==> src/rtl/ifu_prefetch.sv <==
// Instruction prefetch unit: in-order fetch into a small buffer, with branch/jump/jar redirect.
// Optional retirement/redirect counters are added when IFU_PERF_CNT_EN is defined.
module ifu_prefetch #(
    parameter int unsigned     PC_W     = 30,
    parameter int unsigned     DEPTH    = 4,
    parameter logic [PC_W-1:0] RESET_PC = '0
) (
    input  logic            clock,
    input  logic            start,
    output logic            imem_req,
    output logic [31:0]     imem_addr,
    input  logic            imem_gnt,
    input  logic            imem_rvalid,
    input  logic [31:0]     imem_rdata,
    output logic            inst_valid,
    input  logic            inst_ready,
    output logic [31:0]     instruction,
    output logic [PC_W-1:0] inst_pc,
    output logic [PC_W-1:0] delayslot2,
    input  logic            branch,
    input  logic            zero,
    input  logic            jump,
    input  logic            jar,
    input  logic [PC_W-1:0] newPC
`ifdef IFU_PERF_CNT_EN
    ,
    output logic [31:0]     fetch_count,
    output logic [31:0]     flush_count
`endif
);
    localparam int unsigned PTR_W  = $clog2(DEPTH);
    localparam int unsigned CNT_W  = $clog2(DEPTH + 1);
    // Sized generously so back-to-back redirects against slow memory cannot wrap it.
    localparam int unsigned DISC_W = 16;

    typedef struct packed {
        logic [31:0]     word;
        logic [PC_W-1:0] pc;
    } entry_t;

    entry_t            mem [DEPTH];
    logic [PC_W-1:0]   fetch_pc, fetch_pc_n;
    logic [PTR_W-1:0]  wr_ptr, wr_ptr_n, rd_ptr, rd_ptr_n;
    logic [CNT_W-1:0]  count, count_n, count_left, outst, outst_n;
    logic [DISC_W-1:0] disc, disc_n;
    logic              req_n, valid_n;
    logic [31:0]       instr_n;
    logic [PC_W-1:0]   pc_n, ds_n;
    logic              grant, retire, taken, redirect, write;
    logic [PC_W-1:0]   p1, br_tgt, jmp_tgt, target;
    entry_t            wr_entry, head;

    assign imem_addr = 32'({fetch_pc, 2'b00});

    // Next-state: fetch pointer, buffer bookkeeping, redirect and head register.
    always_comb begin
        grant    = imem_req & imem_gnt;
        retire   = inst_valid & inst_ready;
        taken    = branch & (zero ^ instruction[26]);
        redirect = retire & (jar | jump | taken);
        p1       = inst_pc + PC_W'(1);
        br_tgt   = p1 + PC_W'({{16{instruction[15]}}, instruction[15:0]});
        jmp_tgt  = p1 + PC_W'({{6{instruction[25]}}, instruction[25:0]});
        target   = jar ? newPC : (jump ? jmp_tgt : br_tgt);
        write    = imem_rvalid & (disc == '0) & ~redirect;

        // Responses return in order, so the oldest live request is fetch_pc - outst.
        wr_entry.word = imem_rdata;
        wr_entry.pc   = fetch_pc - PC_W'(outst);

        fetch_pc_n = grant ? fetch_pc + PC_W'(1) : fetch_pc;
        wr_ptr_n   = write ? wr_ptr + PTR_W'(1) : wr_ptr;
        rd_ptr_n   = retire ? rd_ptr + PTR_W'(1) : rd_ptr;
        count_left = count - CNT_W'(retire);
        count_n    = count_left + CNT_W'(write);
        outst_n    = outst + CNT_W'(grant) - CNT_W'(write);
        disc_n     = (imem_rvalid && (disc != '0)) ? disc - DISC_W'(1) : disc;
        head       = (count_left == '0) ? wr_entry : mem[rd_ptr_n];

        if (redirect) begin
            fetch_pc_n = target;
            wr_ptr_n   = wr_ptr;
            rd_ptr_n   = wr_ptr;
            count_n    = '0;
            outst_n    = '0;
            disc_n     = disc + DISC_W'(outst) + DISC_W'(grant) - DISC_W'(imem_rvalid);
        end

        valid_n = (count_n != '0);
        instr_n = valid_n ? head.word : instruction;
        pc_n    = valid_n ? head.pc : inst_pc;
        ds_n    = pc_n + PC_W'(2);
        req_n   = ((CNT_W+1)'(count_n) + (CNT_W+1)'(outst_n)) < (CNT_W+1)'(DEPTH);
    end

    always_ff @(posedge clock or negedge start) begin
        if (!start) begin
            fetch_pc    <= RESET_PC;
            wr_ptr      <= '0;
            rd_ptr      <= '0;
            count       <= '0;
            outst       <= '0;
            disc        <= '0;
            imem_req    <= 1'b0;
            inst_valid  <= 1'b0;
            instruction <= '0;
            inst_pc     <= RESET_PC;
            delayslot2  <= RESET_PC + PC_W'(2);
        end else begin
            fetch_pc    <= fetch_pc_n;
            wr_ptr      <= wr_ptr_n;
            rd_ptr      <= rd_ptr_n;
            count       <= count_n;
            outst       <= outst_n;
            disc        <= disc_n;
            imem_req    <= req_n;
            inst_valid  <= valid_n;
            instruction <= instr_n;
            inst_pc     <= pc_n;
            delayslot2  <= ds_n;
        end
    end

    // Buffer storage carries no reset; occupancy alone qualifies its contents.
    always_ff @(posedge clock) begin
        if (write) begin
            mem[wr_ptr] <= wr_entry;
        end
    end

`ifdef IFU_PERF_CNT_EN
    always_ff @(posedge clock or negedge start) begin
        if (!start) begin
            fetch_count <= '0;
            flush_count <= '0;
        end else begin
            if (retire) begin
                fetch_count <= fetch_count + 32'd1;
            end
            if (redirect) begin
                flush_count <= flush_count + 32'd1;
            end
        end
    end
`endif

endmodule

==> config.mk <==
export PLATFORM = sky130hd
export DESIGN_NAME = ifu_prefetch
export DESIGN_NICKNAME = d
export VERILOG_FILES = /design/src/rtl/ifu_prefetch.sv
export SDC_FILE = /design/constraint.sdc
export NUM_CORES = 1
export LEC_CHECK = 0
export CAP_MARGIN = 20
export CELL_PAD_IN_SITES_DETAIL_PLACEMENT = 1
export CELL_PAD_IN_SITES_GLOBAL_PLACEMENT = 1
export CORE_MARGIN = 2
export CORE_UTILIZATION = 47
export DETAILED_ROUTE_END_ITERATION = 10
export DONT_BUFFER_PORTS = 1
export GPL_TIMING_DRIVEN = 0
export PLACE_DENSITY_LB_ADDON = 0.1
export REMOVE_ABC_BUFFERS = 1
export SLEW_MARGIN = 20
export SYNTH_ARGS = -nofsm -noshare
export SYNTH_HDL_FRONTEND = slang
export SYNTH_SLANG_ARGS = --single-unit
==> constraint.sdc <==
create_clock -name clock -period 6.6 [get_ports clock]
set_input_delay 0.99 -clock clock [delete_from_list [all_inputs] [get_ports clock]]
set_output_delay 0.99 -clock clock [all_outputs]
set_load 0.005 [all_outputs]
==> results of run 1 <==
==> sequential cells by signal, indices dropped and copies added (netlist names) <==
name	flops
imem_req	1
wr_ptr	2
disc	16
delayslot2	30
fetch_pc	30
rd_ptr	2
mem	248
outst	3
inst_valid	1
inst_pc	29
count	3
instruction	32
==> cells in the final DEF, fill, tap and decap left out, drive strengths merged, types with 50 or more instances in the layout <==
cell,count
a21oi,74
nor2,121
inv,79
xor2,50
o21ai,74
a31oi,52
dfrtp,148
xnor2,107
nand2,322
clkbuf,63
nand3,153
edfxtp,248
ha,83
==> worst reg2reg max path: stages (launching register included) <==
cell	delay, ns
dfrtp_1	0.61
nand2_8	0.37
clkinv_8	0.34
nand2b_4	0.46
and3_1	0.51
ha_1	0.22
ha_1	0.14
xor3_1	0.21
or3_1	0.42
o21ai_4	0.26
buf_16	0.24
inv_4	0.17
buf_16	0.24
nor2_1	0.21
a41oi_1	0.13
nor4_2	0.52
nand3_1	0.44
nand4b_1	0.35
xnor2_1	0.18
==> synthesized netlist by cell type (24+ instances only) <==
master,n,area share (%)
nor2_1,121,2.1
nand2_1,322,5.6
xor2_1,50,2.0
inv_1,77,1.3
nor3_1,41,0.95
a21oi_1,74,1.7
dfrtp_1,148,17
o21ai_0,68,1.6
and3_1,24,0.70
nand3_1,153,3.6
edfxtp_1,248,35
ha_1,83,4.8
a31oi_1,50,1.5
xnor2_1,106,4.3
nand4_1,31,0.90
mux2i_1,28,1.3
clkbuf_1,77,1.3
==> repair_timing <==
item,4_1_cts,5_1_grt
cloned,1,0
endpoints found under the hold margin,0,0
setup endpoints to repair,16,15
gates resized for setup,4,5
==> cell families after synthesis <==
group / Yosys count / synth area share, %
simple gates: 805 / 17.8
flops: 397 / 51.9
compound gates: 364 / 11.2
buf+inv: 195 / 3.57
xor+xnor: 158 / 6.53
fa+ha+maj: 88 / 5.29
mux: 59 / 3.66
other cells: 1 / 0.0174
==> stage by stage <==
stage	instance area [um2]	TNS, ns
floorplan	21100	-101.42
global placement	21800	-1635.14
detailed placement	22500	-10.07
CTS	24100	0
global route	24200	0
finish	24200	0
==> final timing paths <==
kind | end | slack [ns] | cells past startpoint
max | delayslot2[20] | 0.45 | 18
min | fetch_pc[18] | 0.09 | 0
max reg2reg | delayslot2[20] | 0.45 | 18
min reg2reg | instruction[30] | 0.58 | 2
max in group asynchronous | delayslot2[1] | 6.13 | 0
min in group clock | mem[1][47] | 0.50 | 0
==> area by class of cell <==
cell class	instances	area [um2]	area share (%)
repair buffers	32	571	2.36
inverters	79	312	1.29
well taps	600	751	3.11
diodes	7	17.5	0.0725
multi-input cells	1477	9740	40.3
clock inverters	21	293	1.21
flip-flops and latches	397	11200	46.3
clock buffers	63	1300	5.37
==> where the power goes <==
group	internal (W)	leakage, nW	total (W)	switching [W]
Sequential	0.00330	3.96	0.00425	0.000945
Combinational	0.00293	4.43	0.00775	0.00483
Clock	0.00165	0.763	0.00270	0.00106
==> metal layers <==
| metal | share of wire [%] | vias to the layer above | routed length [um] |
|---|---|---|---|
| met5 | 0.070 | - | 50 |
| met1 | 41 | 8473 | 29300 |
| met3 | 7.0 | 165 | 5030 |
| li1 | - | 7421 | - |
| met4 | 4.5 | 8 | 3230 |
| met2 | 48 | 518 | 34300 |
==> impl_metrics.yaml, run 1 <==
timing:
  fmax_mhz: 162
  slew_violations: 0
  grt_setup_unrepaired: "no"
  setup_viol: 0
  worst_pin_slew_ns: 1.17
  whs_ns: 0.0931
  min_period_over_period_pct: 93.3
  maxSlewHeadroom_pct: 22.3
  setup_ws_ns: 0.445
  fin_crit_ns: 6.15
  final_hold_viol_count: 0
  skew_ns: 0.0263
worst_setup_path:
  crit_fanout: 52
  cpMaxStageDelayCell: "dfrtp_1"
  critPathLaunch: "inst_valid"
  end_kind: "flop"
  max_stage_delay_ns: 0.61
  startpoint_type: "flop"
  worst-endpoint-required_ns: 7.04
  rr_startpoint: "inst_valid"
  path_class: "reg2reg"
  path_buf_inv: 4
  crit_chain: "nand2_8 > clkinv_8 > nand2b_4 > and3_1 > ha_1 > ha_1 > xor3_1 > or3_1 > o21ai_4 > buf_16 > inv_4 > buf_16 > nor2_1 > a41oi_1 > nor4_2 > nand3_1 > nand4b_1 > xnor2_1"
  arrival_ns: 6.60
  crit_family: "simple AND/OR/NAND/NOR gates"
clock_network:
  clk_latency_ns: 0.59
  ctsHoldBuffers: 0
  cts_made_buffers: 46
  root_buffer: "clkbuf_16"
  clock_path_buffers: 3
  cts_tree: "yes"
  h-tree-depth: 2
  post_cts_buffers: 0
  clk_pin_slew_ns: 0.07
  clkSinkCount: 397
yosys:
  yosysUniqueCellTypes: 84
  yosys_warnings: 0
  synth.ff_latch_count: 397
  netlist_instances: 2067
  synth_area_um2: 21500
  synth_seq_area_share_pct: 51.9
  synth_edf_count: 248
  synthFlopType: "edfxtp_1"
  async_flop_share_pct: 37.5
  avgSynthCellArea_um2: 10.4
flow_run:
  maxCapViolations: 0
global_routing:
  met1_usage_pct: 38.4
  grt_start_max_net_pins: 150
  use_met3_pct: 6.97
  met2_usage_pct: 49.8
  antenna_found_initial: 10
  grt_pass1_wl_mm: 109
  grt_pass1_vias: 17473
  overflow: 0
  grt_use_total_pct: 30.4
  globalRoute.busiestLayer: "met2"
placement:
  dp_cells: 2584
  gp_congestion: 0.868
  place_ws_ns: -0.779
  port_buffers: 0
  dpl.hpwl_mm: 49.2
detailed_routing:
  wirelength_mm: 71.9
  drtIter0Drc: 1265
  avgRoutedWirePerCell_um: 26.9
  ant_nets: 0
  via_per_inst: 6.20
  firstDrtPassIters: 7
  dr_total_vias: 16585
  drc: 0
floorplanning:
  fp.dieH_um: 218
  dieWidth_um: 218
  start_util_pct: 47.5
  coreArea_um2: 45300
  io_pins: 197
  rows: 78
  die_area_um2: 47500
cells_and_area:
  final_nets: 2192
  layout.cells.non_filler: 2676
  syn_to_final_growth_pct: 12.2
  drive_gt1_share_pct: 8.99
  final_util_pct: 53.3
  fill_cells: 4866
power_and_ir_drop:
  total_power_w: 0.0147
  powerDensity_nw_per_um2: 609
  cellLeakagePower_nw: 9.16
  vdd_ir_drop_max_mv: 0.309
hold_path:
  hp-class: "in2async"
status:
  status: "complete, no violations"
Note: power is estimated with default switching activity, not from simulation.
==> run 2, diff against run 1 <==
--- a/config.mk
+++ b/config.mk
@@ -15,7 +15,6 @@
 export GPL_TIMING_DRIVEN = 0
 export PLACE_DENSITY_LB_ADDON = 0.1
 export REMOVE_ABC_BUFFERS = 1
-export SLEW_MARGIN = 20
 export SYNTH_ARGS = -nofsm -noshare
 export SYNTH_HDL_FRONTEND = slang
 export SYNTH_SLANG_ARGS = --single-unit
==> run 2 against run 1 <==
Sequential cell count stayed put. Fmax fell by 2.5%. Clock-buffer cell count shrank 2. Sequential power is 0.9% higher. Setup slack got worse by 0.16 ns. First-iteration DRC count increased by 1.4%. Clock skew increased by 0.0090 ns. Core utilization decreased by 0.65 points. Critical path type unchanged. Highest routed layer unchanged.
==> impl_metrics.yaml, run 2 (synthesis results as in run 1) <==
detailed_routing:
  via_per_inst: 6.19
  drc: 0
  wl_met3_mm: 5.43
  drt-met1-wl_mm: 28.5
  routed.top_layer: "met5"
  avgRoutedWirePerCell_um: 26.5
  routed-wl-met2_mm: 33.6
  ant_nets: 0
  wirelength_mm: 70.6
  firstDrtPassIters: 5
  dr_total_vias: 16517
  drtIter0Drc: 1283
clock_network:
  cts_made_buffers: 45
  postCtsResizedCells: 7
  clk_latency_ns: 0.59
  cts_tree: "yes"
  ctsHoldBuffers: 0
  root_buffer: "clkbuf_16"
  clkSinkCount: 397
  clk_pin_slew_ns: 0.07
  clock_path_buffers: 3
  post_cts_buffers: 0
  h-tree-depth: 2
timing:
  fmax_mhz: 158
  setup_viol: 0
  maxSlewHeadroom_pct: 18.7
  worst_pin_slew_ns: 1.22
  slew_violations: 0
  final_hold_viol_count: 0
  skew_ns: 0.0353
  finalSetupTns_ns: 0
  min_period_over_period_pct: 95.7
  setup_ws_ns: 0.287
  fin_crit_ns: 6.31
  grt_setup_unrepaired: "no"
hold_path:
  hp-class: "in2async"
floorplanning:
  dieWidth_um: 218
  fp.dieH_um: 218
  die_area_um2: 47500
  io_pins: 197
  start_util_pct: 47.5
  coreArea_um2: 45300
  rows: 78
cells_and_area:
  drive_gt1_share_pct: 8.49
  reg_top3: "mem x248, instruction x32"
  design_area_um2: 23900
  mostFrequentLayoutCells: "nand2_1 (321), edfxtp_1 (248), nand3_1 (152)"
  syn_to_final_growth_pct: 10.9
  top_register: "mem"
  final_nets: 2184
  largest_reg_flops: 248
  final_util_pct: 52.7
  final_common_cell: "nand2_1"
placement:
  dpl.hpwl_mm: 48.2
  port_buffers: 0
  postPlaceCellArea_um2: 22400
  gp_congestion: 0.868
  place_ws_ns: -1.10
worst_setup_path:
  critPathLaunch: "instruction[26]"
  reg2regPathDepth: 17
  worst-endpoint-required_ns: 7.05
  ff2ff_setup_slack_ns: 0.29
  path_class: "reg2reg"
  rr_startpoint: "instruction[26]"
  arrival_ns: 6.76
  startpoint_type: "flop"
  crit_fanout: 80
  crit_end: "delayslot2[20]"
  r2r-end: "delayslot2[20]"
  end_kind: "flop"
global_routing:
  grt_use_total_pct: 29.9
  overflow: 0
  grt_pass1_vias: 17195
  grt_start_max_net_pins: 150
  antenna_found_initial: 11
  grt_pass1_wl_mm: 107
status:
  status: "complete, no violations"
power_and_ir_drop:
  comb_power_share_pct: 52.8
  internal_power_w: 0.00754
  powerDensity_nw_per_um2: 599
  power_frac_clock_pct: 17.2
  cellLeakagePower_nw: 9.03
  total_power_w: 0.0143
  p_sw_w: 0.00675
  power.share.sequential_pct: 30.0
  swShare_pct: 47.2
  vdd_ir_drop_max_mv: 0.275
flow_run:
  maxCapViolations: 0
## run 2: cell types whose count changed in the layout (fill, tap and decap cells not counted), sizes merged
cell      delta
clkbuf       -2
buf          -6
bufinv       -5
clkinv       +7
nand2b       -1
clkinvlp     -2
inv          +1
## run 2: area by class of cell
class / instances / area, um2
Inverter: 79 / 304
Fill cell: 4873 / 21400
Clock inverter: 22 / 175
Timing Repair Buffer: 26 / 472
Multi-Input combinational cell: 1476 / 9710
Sequential cell: 397 / 11200
Antenna cell: 7 / 17.5
Tap cell: 600 / 751
Clock buffer: 61 / 1250
## run 2: per-layer routing
layer  track usage (%)  vias up
li1                  -     7429
met1              38.5     8326
met2              48.4      602
met3              6.23      154
met4              13.7        6
met5                 0        -
## run 2: worst min-delay path by stage
stage,to,cells past startpoint
after global routing,fetch_pc[17],0
final,delayslot2[25],0
after detailed placement,disc[0],2
after global placement,disc[1],2
after CTS,fetch_pc[18],0
after floorplan,delayslot2[1],1
## run 2: power by group through the flow
stage                     clock network (W)  logic [W]  registers [W]
after floorplan                           0    0.00513        0.00387
after global placement                    0    0.00709        0.00432
after detailed placement                  0    0.00741        0.00432
after CTS                           0.00249    0.00750        0.00427
after global routing                0.00259    0.00832        0.00435
final                               0.00246    0.00755        0.00429
## run 2: stage by stage
stage               std cells  hold slack (ns)
floorplan                1952            0.512
global placement         2552            0.568
detailed placement       2578            0.574
CTS                      2661           0.0772
global route             2667           0.0808
finish                   2668            0.103
## run 2: critical path, stage by stage, from the launching register on
cell	delay, ns
dfrtp_1	0.41
xor2_1	0.19
a211oi_1	0.70
nand2b_4	0.46
buf_12	0.25
and3_1	0.43
ha_1	0.22
ha_1	0.15
xor3_1	0.23
or3_1	0.43
o21ai_4	0.36
inv_8	0.40
nor2_1	0.24
a41oi_1	0.14
nor4_2	0.52
nand3_1	0.43
nand4b_1	0.35
xnor2_1	0.17
